==> config.mk <==
export PLATFORM = sky130hd
export DESIGN_NAME = activation_pipe_flat
export DESIGN_NICKNAME = d
export VERILOG_FILES = /design/src/rtl/activation_pipe_if.sv /design/src/rtl/activation_pipe.sv /design/src/flat_wrapper.sv
export SDC_FILE = /design/constraint.sdc
export NUM_CORES = 1
export LEC_CHECK = 0
export CORE_UTILIZATION = 57
export DETAILED_ROUTE_END_ITERATION = 8
export GPL_TIMING_DRIVEN = 0
export PLACE_DENSITY = 0.82
export SYNTH_ARGS = -nofsm -noshare
export SYNTH_HDL_FRONTEND = slang
export SYNTH_HIERARCHICAL = 1
export SYNTH_SLANG_ARGS = --single-unit
export TNS_END_PERCENT = 20
==> constraint.sdc <==
create_clock -name clk -period 3.8 [get_ports clk]
set_input_delay 0.38 -clock clk [delete_from_list [all_inputs] [get_ports clk]]
set_output_delay 0.38 -clock clk [all_outputs]
set_load 0.02 [all_outputs]
==> src/rtl/activation_pipe_if.sv <==
// Beat-stream handshake bundle for activation_pipe: upstream input beats and
// downstream output beats, both valid/ready.
interface activation_pipe_if #(
  parameter int WIDTH = 16,
  parameter int N     = 4
);
  logic                    in_valid;
  logic                    in_ready;
  logic [N-1:0][WIDTH-1:0] in_data;
  logic                    in_last;
  logic                    out_valid;
  logic                    out_ready;
  logic [N-1:0][WIDTH-1:0] out_data;
  logic                    out_last;

  modport master (
    output in_valid, in_data, in_last, out_ready,
    input  in_ready, out_valid, out_data, out_last
  );

  modport slave (
    input  in_valid, in_data, in_last, out_ready,
    output in_ready, out_valid, out_data, out_last
  );
endinterface

==> src/rtl/activation_pipe.sv <==
// Two-stage streaming activation (bypass / ReLU / leaky / clipped) over N lanes,
// full backpressure, plus a saturating count of lanes the activation changed.
module activation_lane #(
  parameter int WIDTH      = 16,
  parameter int LEAK_SHIFT = 3
) (
  input  logic [WIDTH-1:0] x_i,
  input  logic [1:0]       mode_i,
  input  logic [WIDTH-1:0] clip_i,
  output logic [WIDTH-1:0] y_o,
  output logic             mod_o
);
  logic neg;
  assign neg = x_i[WIDTH-1];

  always_comb begin
    y_o = x_i;
    unique case (mode_i)
      2'd1: if (neg) y_o = '0;
      2'd2: if (neg) y_o = $signed(x_i) >>> LEAK_SHIFT;
      2'd3: begin
        if (neg)                                 y_o = '0;
        else if ($signed(x_i) > $signed(clip_i)) y_o = clip_i;
      end
      default: ;
    endcase
  end

  assign mod_o = (y_o != x_i);
endmodule

module activation_pipe #(
  parameter int WIDTH      = 16,
  parameter int N          = 4,
  parameter int LEAK_SHIFT = 3,
  parameter int CNT_W      = 16
) (
  input  logic               clk,
  input  logic               rst_n,
  input  logic               cfg_we,
  input  logic [1:0]         cfg_mode,
  input  logic [WIDTH-1:0]   cfg_clip,
  input  logic               clr_stats,
  output logic [CNT_W-1:0]   mod_count,
  activation_pipe_if.slave   bus
);
  localparam int NMW = $clog2(N + 1);
  localparam int CW1 = CNT_W + 1;
  localparam logic [WIDTH-1:0] CLIP_MAX = {1'b0, {(WIDTH-1){1'b1}}};

  // Stage-1 payload carries its own config snapshot so later writes can't touch it.
  typedef struct packed {
    logic [N-1:0][WIDTH-1:0] data;
    logic                    last;
    logic [1:0]              mode;
    logic [WIDTH-1:0]        clip;
  } s1_t;

  logic [2:1]              vld_pipe_q;
  s1_t                     s1_q;
  logic [1:0]              mode_q;
  logic [WIDTH-1:0]        clip_q;
  logic [N-1:0][WIDTH-1:0] out_data_q;
  logic                    out_last_q;
  logic [NMW-1:0]          nmod_q;
  logic [CNT_W-1:0]        cnt_q;

  logic [N-1:0][WIDTH-1:0] y_d;
  logic [N-1:0]            mod_d;
  logic [NMW-1:0]          nmod_d;
  logic [CNT_W:0]          sum_d;
  logic                    s1_load, s2_load, acc, out_hs;

  assign s2_load      = !vld_pipe_q[2] || bus.out_ready;
  assign s1_load      = !vld_pipe_q[1] || s2_load;
  assign bus.in_ready = rst_n && s1_load;
  assign acc          = bus.in_valid && bus.in_ready;
  assign out_hs       = vld_pipe_q[2] && bus.out_ready;

  for (genvar g = 0; g < N; g++) begin : g_lane
    activation_lane #(.WIDTH(WIDTH), .LEAK_SHIFT(LEAK_SHIFT)) u_lane (
      .x_i    (s1_q.data[g]),
      .mode_i (s1_q.mode),
      .clip_i (s1_q.clip),
      .y_o    (y_d[g]),
      .mod_o  (mod_d[g])
    );
  end

  always_comb begin
    nmod_d = '0;
    for (int i = 0; i < N; i++) nmod_d = nmod_d + NMW'(mod_d[i]);
  end

  // One spare bit catches the carry that signals saturation.
  assign sum_d = {1'b0, cnt_q} + CW1'(nmod_q);

  always_ff @(posedge clk or negedge rst_n) begin
    if (!rst_n) begin
      vld_pipe_q <= '0;
      s1_q       <= '0;
      mode_q     <= 2'd1;
      clip_q     <= CLIP_MAX;
      out_data_q <= '0;
      out_last_q <= 1'b0;
      nmod_q     <= '0;
      cnt_q      <= '0;
    end else begin
      if (cfg_we) begin
        mode_q <= cfg_mode;
        clip_q <= cfg_clip[WIDTH-1] ? '0 : cfg_clip;
      end
      if (s1_load) begin
        vld_pipe_q[1] <= acc;
        if (acc) s1_q <= '{data: bus.in_data, last: bus.in_last, mode: mode_q, clip: clip_q};
      end
      if (s2_load) begin
        vld_pipe_q[2] <= vld_pipe_q[1];
        if (vld_pipe_q[1]) begin
          out_data_q <= y_d;
          out_last_q <= s1_q.last;
          nmod_q     <= nmod_d;
        end
      end
      if (clr_stats)   cnt_q <= '0;
      else if (out_hs) cnt_q <= sum_d[CNT_W] ? '1 : sum_d[CNT_W-1:0];
    end
  end

  assign bus.out_valid = vld_pipe_q[2];
  assign bus.out_data  = out_data_q;
  assign bus.out_last  = out_last_q;
  assign mod_count     = cnt_q;
endmodule

==> src/flat_wrapper.sv <==
// flat-port wrapper written by rule: the top's interface ports become plain ports
module activation_pipe_flat 
#(
  parameter int WIDTH      = 16,
  parameter int N          = 4,
  parameter int LEAK_SHIFT = 3,
  parameter int CNT_W      = 16
)
  (clk, rst_n, cfg_we, cfg_mode, cfg_clip, clr_stats, mod_count, bus_in_valid, bus_in_data, bus_in_last, bus_out_ready, bus_in_ready, bus_out_valid, bus_out_data, bus_out_last);
  activation_pipe_if #(.WIDTH(WIDTH), .N(N)) bus_i ();
  input  logic clk;
  input  logic rst_n;
  input  logic cfg_we;
  input  logic [1:0] cfg_mode;
  input  logic [WIDTH-1:0] cfg_clip;
  input  logic clr_stats;
  output logic [CNT_W-1:0] mod_count;
  input wire logic [$bits(bus_i.in_valid)-1:0] bus_in_valid;
  input wire logic [$bits(bus_i.in_data)-1:0] bus_in_data;
  input wire logic [$bits(bus_i.in_last)-1:0] bus_in_last;
  input wire logic [$bits(bus_i.out_ready)-1:0] bus_out_ready;
  output wire logic [$bits(bus_i.in_ready)-1:0] bus_in_ready;
  output wire logic [$bits(bus_i.out_valid)-1:0] bus_out_valid;
  output wire logic [$bits(bus_i.out_data)-1:0] bus_out_data;
  output wire logic [$bits(bus_i.out_last)-1:0] bus_out_last;
  assign bus_i.in_valid = bus_in_valid;
  assign bus_i.in_data = bus_in_data;
  assign bus_i.in_last = bus_in_last;
  assign bus_i.out_ready = bus_out_ready;
  assign bus_in_ready = bus_i.in_ready;
  assign bus_out_valid = bus_i.out_valid;
  assign bus_out_data = bus_i.out_data;
  assign bus_out_last = bus_i.out_last;
  activation_pipe #(.WIDTH(WIDTH), .N(N), .LEAK_SHIFT(LEAK_SHIFT), .CNT_W(CNT_W)) u_core (.clk(clk), .rst_n(rst_n), .cfg_we(cfg_we), .cfg_mode(cfg_mode), .cfg_clip(cfg_clip), .clr_stats(clr_stats), .mod_count(mod_count), .bus(bus_i));
endmodule
==> Word level (Yosys, flattened, before mapping) <==
Cells that the tools add are included.
{ "op_classes": {"shift": 0, "n_addsub": 4, "mul": 0, "reduce_logical": 10, "n_mux": 24, "n_div": 0, "eq_ne": 7, "n_lt_le_gt_ge": 4, "bitwise_logic": 0} }
{ "ops": {"columns": ["operator", "n"], "rows": [
  ["two-way mux 16 bit", 15],
  ["one-hot mux 16 bit (3 select lines)", 4],
  ["two-way mux 15 bit", 5],
  ["> comparator 16 bit", 4],
  ["!= test 16 bit", 4],
  ["adder 16 x 3 -> 17 bit", 1],
  ["adder 3 x 1 -> 3 bit", 2],
  ["== test 2 bit (second input constant)", 2],
  ["AND reduction 2 bit", 2],
  ["logical AND 1 bit", 3],
  ["adder 1 x 1 -> 2 bit", 1],
  ["== test 2 x 1 -> 1 bit (second input constant)", 1],
  ["logical NOT 1 bit", 2],
  ["logical OR 1 bit", 2],
  ["nonzero test 2 bit", 1]
]} }
{ "totals": {"latch_bits": 0, "wordCells": 67, "register_bits": 187, "output_inout_bits": 83, "input_bits": 89, "mem_count": 0, "romBits": 0, "ram_bits": 0} }

==> Logic depth before layout (Yosys ltp) <==
{ "depth": {"depth_word": 8, "ltp_mapped": 16, "mapped_depth_nobuf": 15} }

==> By module <==
Netlist, hierarchy kept.
{ "modules_own_cells": {"columns": ["module", "seq_area_each_um2", "cells_per_inst", "area_per_inst_um2", "instances"], "rows": [
  ["activation_pipe", 4649.5, 500, 7404.6, 1],
  ["activation_lane (u_core.g_lane[0].u_lane ...)", 0.0, 247, 1551.5, 3],
  ["activation_lane (u_core.g_lane[3].u_lane)", 0.0, 225, 1403.8, 1]
]} }

==> Least setup slack after synthesis <==
No wires, ideal clock.
{ "synth_timing": {"path_type": "register -> register", "from": "reg u_core/s1_q[14] (netlist name)", "to": "reg u_core.nmod_q[1]", "path_slack_ps": 308, "period_less_slack_ps": 3492, "t_required_ps": 3675, "setup_ps": 125, "arrival_ps": 3367, "path_stages_with_launch": 15, "path_buffers": 1, "path_cell_list": "dfrtp_1 > inv_1 > ha_1 > nand4_2 > a2111o_1 > a31oi_2 > a31oi_4 > buf_6 > o221ai_1 > inv_1 > fa_1 > inv_1 > ha_1 > ha_1 > mux2_2"} }
{ "synth_via": {"elab_cells_between_ends": 23, "cone_classes": "3 x add/sub; 4 x order compare; 4 x eq/ne; 12 x mux"} }
{ "synth_rtl": {"columns": ["element", "line_no", "rtl"], "rows": [
  ["start, declared", "activation_pipe.sv:60", "s1_t s1_q;"],
  ["start signal, assigned", "activation_pipe.sv:115", "if (acc) s1_q <= '{data: bus.in_data, last: bus.in_last, mode: mode_q, clip: clip_q};"],
  ["> comparator 16 bit", "activation_pipe.sv:23", "else if ($signed(x_i) > $signed(clip_i)) y_o = clip_i;"],
  ["two-way mux 16 bit (*)", "activation_pipe.sv:23", null],
  ["two-way mux 16 bit (*)", "activation_pipe.sv:22", "if (neg) y_o = '0;"],
  ["one-hot mux 16 bit (3 select lines) (*)", "activation_pipe.sv:18", "unique case (mode_i)"],
  ["!= test 16 bit (*)", "activation_pipe.sv:29", "assign mod_o = (y_o != x_i);"],
  ["net u_core.mod_d[3]", "activation_pipe.sv:69", "logic [N-1:0] mod_d;"],
  ["adder 3 x 1 -> 3 bit (*)", "activation_pipe.sv:92", "for (int i = 0; i < N; i++) nmod_d = nmod_d + NMW'(mod_d[i]);"],
  ["net u_core.nmod_d[1]", "activation_pipe.sv:70", "logic [NMW-1:0] nmod_d;"],
  ["end signal, assigned", "activation_pipe.sv:122", "nmod_q <= nmod_d;"],
  ["end, declared", "activation_pipe.sv:65", "logic [NMW-1:0] nmod_q;"]
]} }
Mark *: on every way through the listed nets, which the timed path passes. The rest lies on a longest branch.
A chain may end at the register's enable or synchronous reset.

==> Final worst setup path <==
{ "layout_timing": {"from": "reg u_core/s1_q[6] (netlist name)", "to": "reg u_core.nmod_q[1]"} }
{ "layout_via": {"elab_chain_cells": 8, "elab_cells_between_ends": 23, "cone_classes": "3 x add/sub; 4 x order compare; 4 x eq/ne; 12 x mux"} }
{ "layout_rtl": {"columns": ["element", "line_no"], "rows": [
  ["> comparator 16 bit", "activation_pipe.sv:23"],
  ["two-way mux 16 bit (*)", "activation_pipe.sv:23"],
  ["two-way mux 16 bit (*)", "activation_pipe.sv:22"],
  ["one-hot mux 16 bit (3 select lines) (*)", "activation_pipe.sv:18"],
  ["!= test 16 bit (*)", "activation_pipe.sv:29"],
  ["net u_core.mod_d[0]", "activation_pipe.sv:69"],
  ["adder 1 x 1 -> 2 bit (*)", "activation_pipe.sv:92"],
  ["adder 3 x 1 -> 3 bit (*) (2 in series)", "activation_pipe.sv:92"],
  ["net u_core.nmod_d[1]", "activation_pipe.sv:70"]
]} }
Marked as above.

==> results.toml <==
[outcome]
status = "completed"

[floorplanning]
die_w_um = 156
top_level_ports = 172
die-area_um2 = 24200
fp.dieH_um = 156
start_util_pct = 58.7
coreArea_um2 = 22900
fp-row-count = 55

[route]
vias = 13700
drt_iter0_markers = 1809
remaining_drc_errors = 0
post_drt_wl_per_cell_um = 22.9
via_per_inst = 6.67
dr.pass1.iters = 6
ant_nets = 0
finalWirelength_um = 47000

[setup_path]
reg2reg_depth = 16
worstPathRequired_ps = 4130
cp-start-kind = "register"
crit_fanout = 10
critPathKind = "reg2reg"
arrival_ps = 4070
critPathCaptureType = "register"

[logic_synthesis]
yosys.cell_types.count = 76
synthesis.area_um2 = 13500
netlist_instances = 1466
yosys_warnings = 6
async_reset_ff_share_pct = 100
synth-main-ff-cell = "dfrtp_1"
synth_top_area_share_pct = 31.4
synth_most_common_cell = "a21oi_1"
yosysTopAreaCell = "dfrtp_1"
synthTopCellsByCount = "177 x a21oi_1, 169 x dfrtp_1, 152 x mux2_2"
synth_seq_cells = 185
syn_avg_cell_area_um2 = 9.18
synth_enable_flop_cells = 0
synth_area_leaders = "dfrtp_1 31%, mux2_2 13%, a21oi_1 6.6%, ha_1 6.4%, inv_1 4.0%"
ys_seq_area_share_pct = 34.5

[grt]
grt_pass1_wl_um = 71800
grt.overflow.total = 0
grt_pass1_vias = 12800
grt_max_degree = 122
antenna_found_initial = 0
grt_use_total_pct = 38.6

[placed_design]
post-dp-hpwl_um = 32200
portBuffers = 170
gp_congestion = 1.02
dpl.cell_count = 1960

[cts]
root_buffer = "clkbuf_16"
htree_levels = 4
clk_latency_ps = 440
cts.sinks = 185
cts_buffers = 17
cts.clk_slew.worst_paths_ps = 80
clockBufferDepth = 2
cts_tree = "built"

[power]
leakage_uw = 0.00707
switching_power_uw = 4290
p_per_area_nw_per_um2 = 601
clkPwrFrac_pct = 17.0
p_int_uw = 5860
combPwrFrac_pct = 52.4
p_sw_share_pct = 42.3
ir_drop_mv = 0.406
sequentialPowerShare_pct = 30.6

[sta]
fin_worst_skew_ps = 14.0
finalCriticalPeriod_ps = 3740
worst_pin_slew_ps = 1010
hold_viol_final = 0
finalSetupViolations = 0
finalMaxSlewViolations = 0
finalCritPeriodShare_pct = 98.4
fmax_mhz = 268
slew-limit-headroom_pct = 32.1
finalSetupTns_ps = 0

[cells_and_area]
regArea_um2 = 4710
drive_gt1_share_pct = 21.4
multiInputGateArea_um2 = 8000
syn2layout_area_growth_pct = 25.4
final_nets = 1884
instances_no_fill = 2050
fillers = 1738

[run]
max_cap_violations = 0

[hold_path]
min_path_type = "in2reg"
worstHoldPathCells = 2
power groups by stage:
stage          Sequential [uW]  Combinational [uW]  Clock (uW)
4_1_cts                   3090                5050        1750
6_report                  3100                5320        1720
3_3_place_gp              3200                4650           0
5_1_grt                   3150                5690        1830
2_1_floorplan             3350                2750           0
3_5_place_dp              3220                4770           0
metrics by stage:
step	hold slack (ps)	cell area (um^2)	worst slack (ps)	power [uW]	utilization, %
finish	355	16900	62.0	10200	73.7
global route	367	16900	-38.5	10700	73.7
CTS	326	16600	5.30	9900	72.4
detailed placement	350	15600	-670	7980	68.2
global placement	455	15600	-5010	7860	68.0
floorplan	84.4	13500	308	6110	-
logic make-up after synthesis:
logic type | share of synthesized area, %
simple gates | 10.6
other cells | 0.0279
compound gates | 25.3
mux | 15.4
flops | 34.5
buf+inv | 7.40
xor+xnor | 0.0651
fa+ha+maj | 6.71
final timing paths:
path	slack [ps]	to	from
max	60	u_core/nmod_q[1]$_DFFE_PN0P_	u_core/s1_q[6]$_DFFE_PN0P_
min	360	u_core/mod_count[4]$_DFFE_PN0P_	clr_stats
max reg2reg	60	u_core/nmod_q[1]$_DFFE_PN0P_	u_core/s1_q[6]$_DFFE_PN0P_
min reg2reg	470	u_core/clip_q[13]$_DFFE_PN1P_	u_core/clip_q[13]$_DFFE_PN1P_
max in group asynchronous	2330	u_core/s1_q[13]$_DFFE_PN0P_	rst_n
min in group asynchronous	470	u_core/s1_q[35]$_DFFE_PN0P_	rst_n
layout make-up:
cell class                      count  share of cell area [%]
Antenna cell                        1                  0.0148
Buffer                             83                    2.78
Clock buffer                       21                    2.79
Clock inverter                     10                   0.511
Inverter                          144                    3.20
Multi-Input combinational cell   1062                    47.4
Sequential cell                   185                    27.9
Tap cell                          313                    2.32
Timing Repair Buffer              231                    13.1
layer usage:
metal  GRT usage [%]  routed length [um]  vias to the layer above  part of all wire (%)
met2            59.7               21000                      947                    45
met1            52.1               18700                     6547                    40
met4            18.1                2160                        0                   4.6
li1                -                   -                     5977                     -
met3            7.58                5180                      194                    11
met5               0                   0                        -                     0
worst max-delay path, cell delays in order, from the launching register on:
cell	delay, ps
dfrtp_4	450
buf_4	170
inv_1	80
ha_1	300
nand4_1	110
nor3_2	240
a21boi_4	240
o41ai_4	100
o21a_4	180
buf_6	150
o21ai_4	210
inv_1	90
fa_1	540
inv_1	50
ha_1	170
ha_1	290
mux2_2	250
what timing repair did:
action / 4_1_cts / 5_1_grt
hold buffers: 1 / 0
gates resized for setup: 37 / 54
setup buffers: 41 / 18
pin swaps: 0 / 6
endpoints found under the setup margin: 3 / 3
hold endpoints to repair: 52 / 0
state kept, by name, summed over array words and instances (netlist names):
register and flops:
u_core/bus.out_data 64, u_core/bus.out_last 1, u_core/clip_q 15, u_core/mod_count 16, u_core/mode_q 2, u_core/nmod_q 3, u_core/s1_q 82, u_core/vld_pipe_q 2
cell usage in the layout (no fill, tap or decap), drive strengths merged, types with 28 or more instances in the layout:
cell type and count:
a21oi 177, clkdlybuf4s50 169, dfrtp 169, mux2 152, inv 149, buf 101
o21ai 87, nand2 75, ha 69, clkbuf 64, nor2 62, o22ai 51
mux2i 36, nand3 29, a211oi 28
No activity file was read; power rests on OpenSTA's default activity.
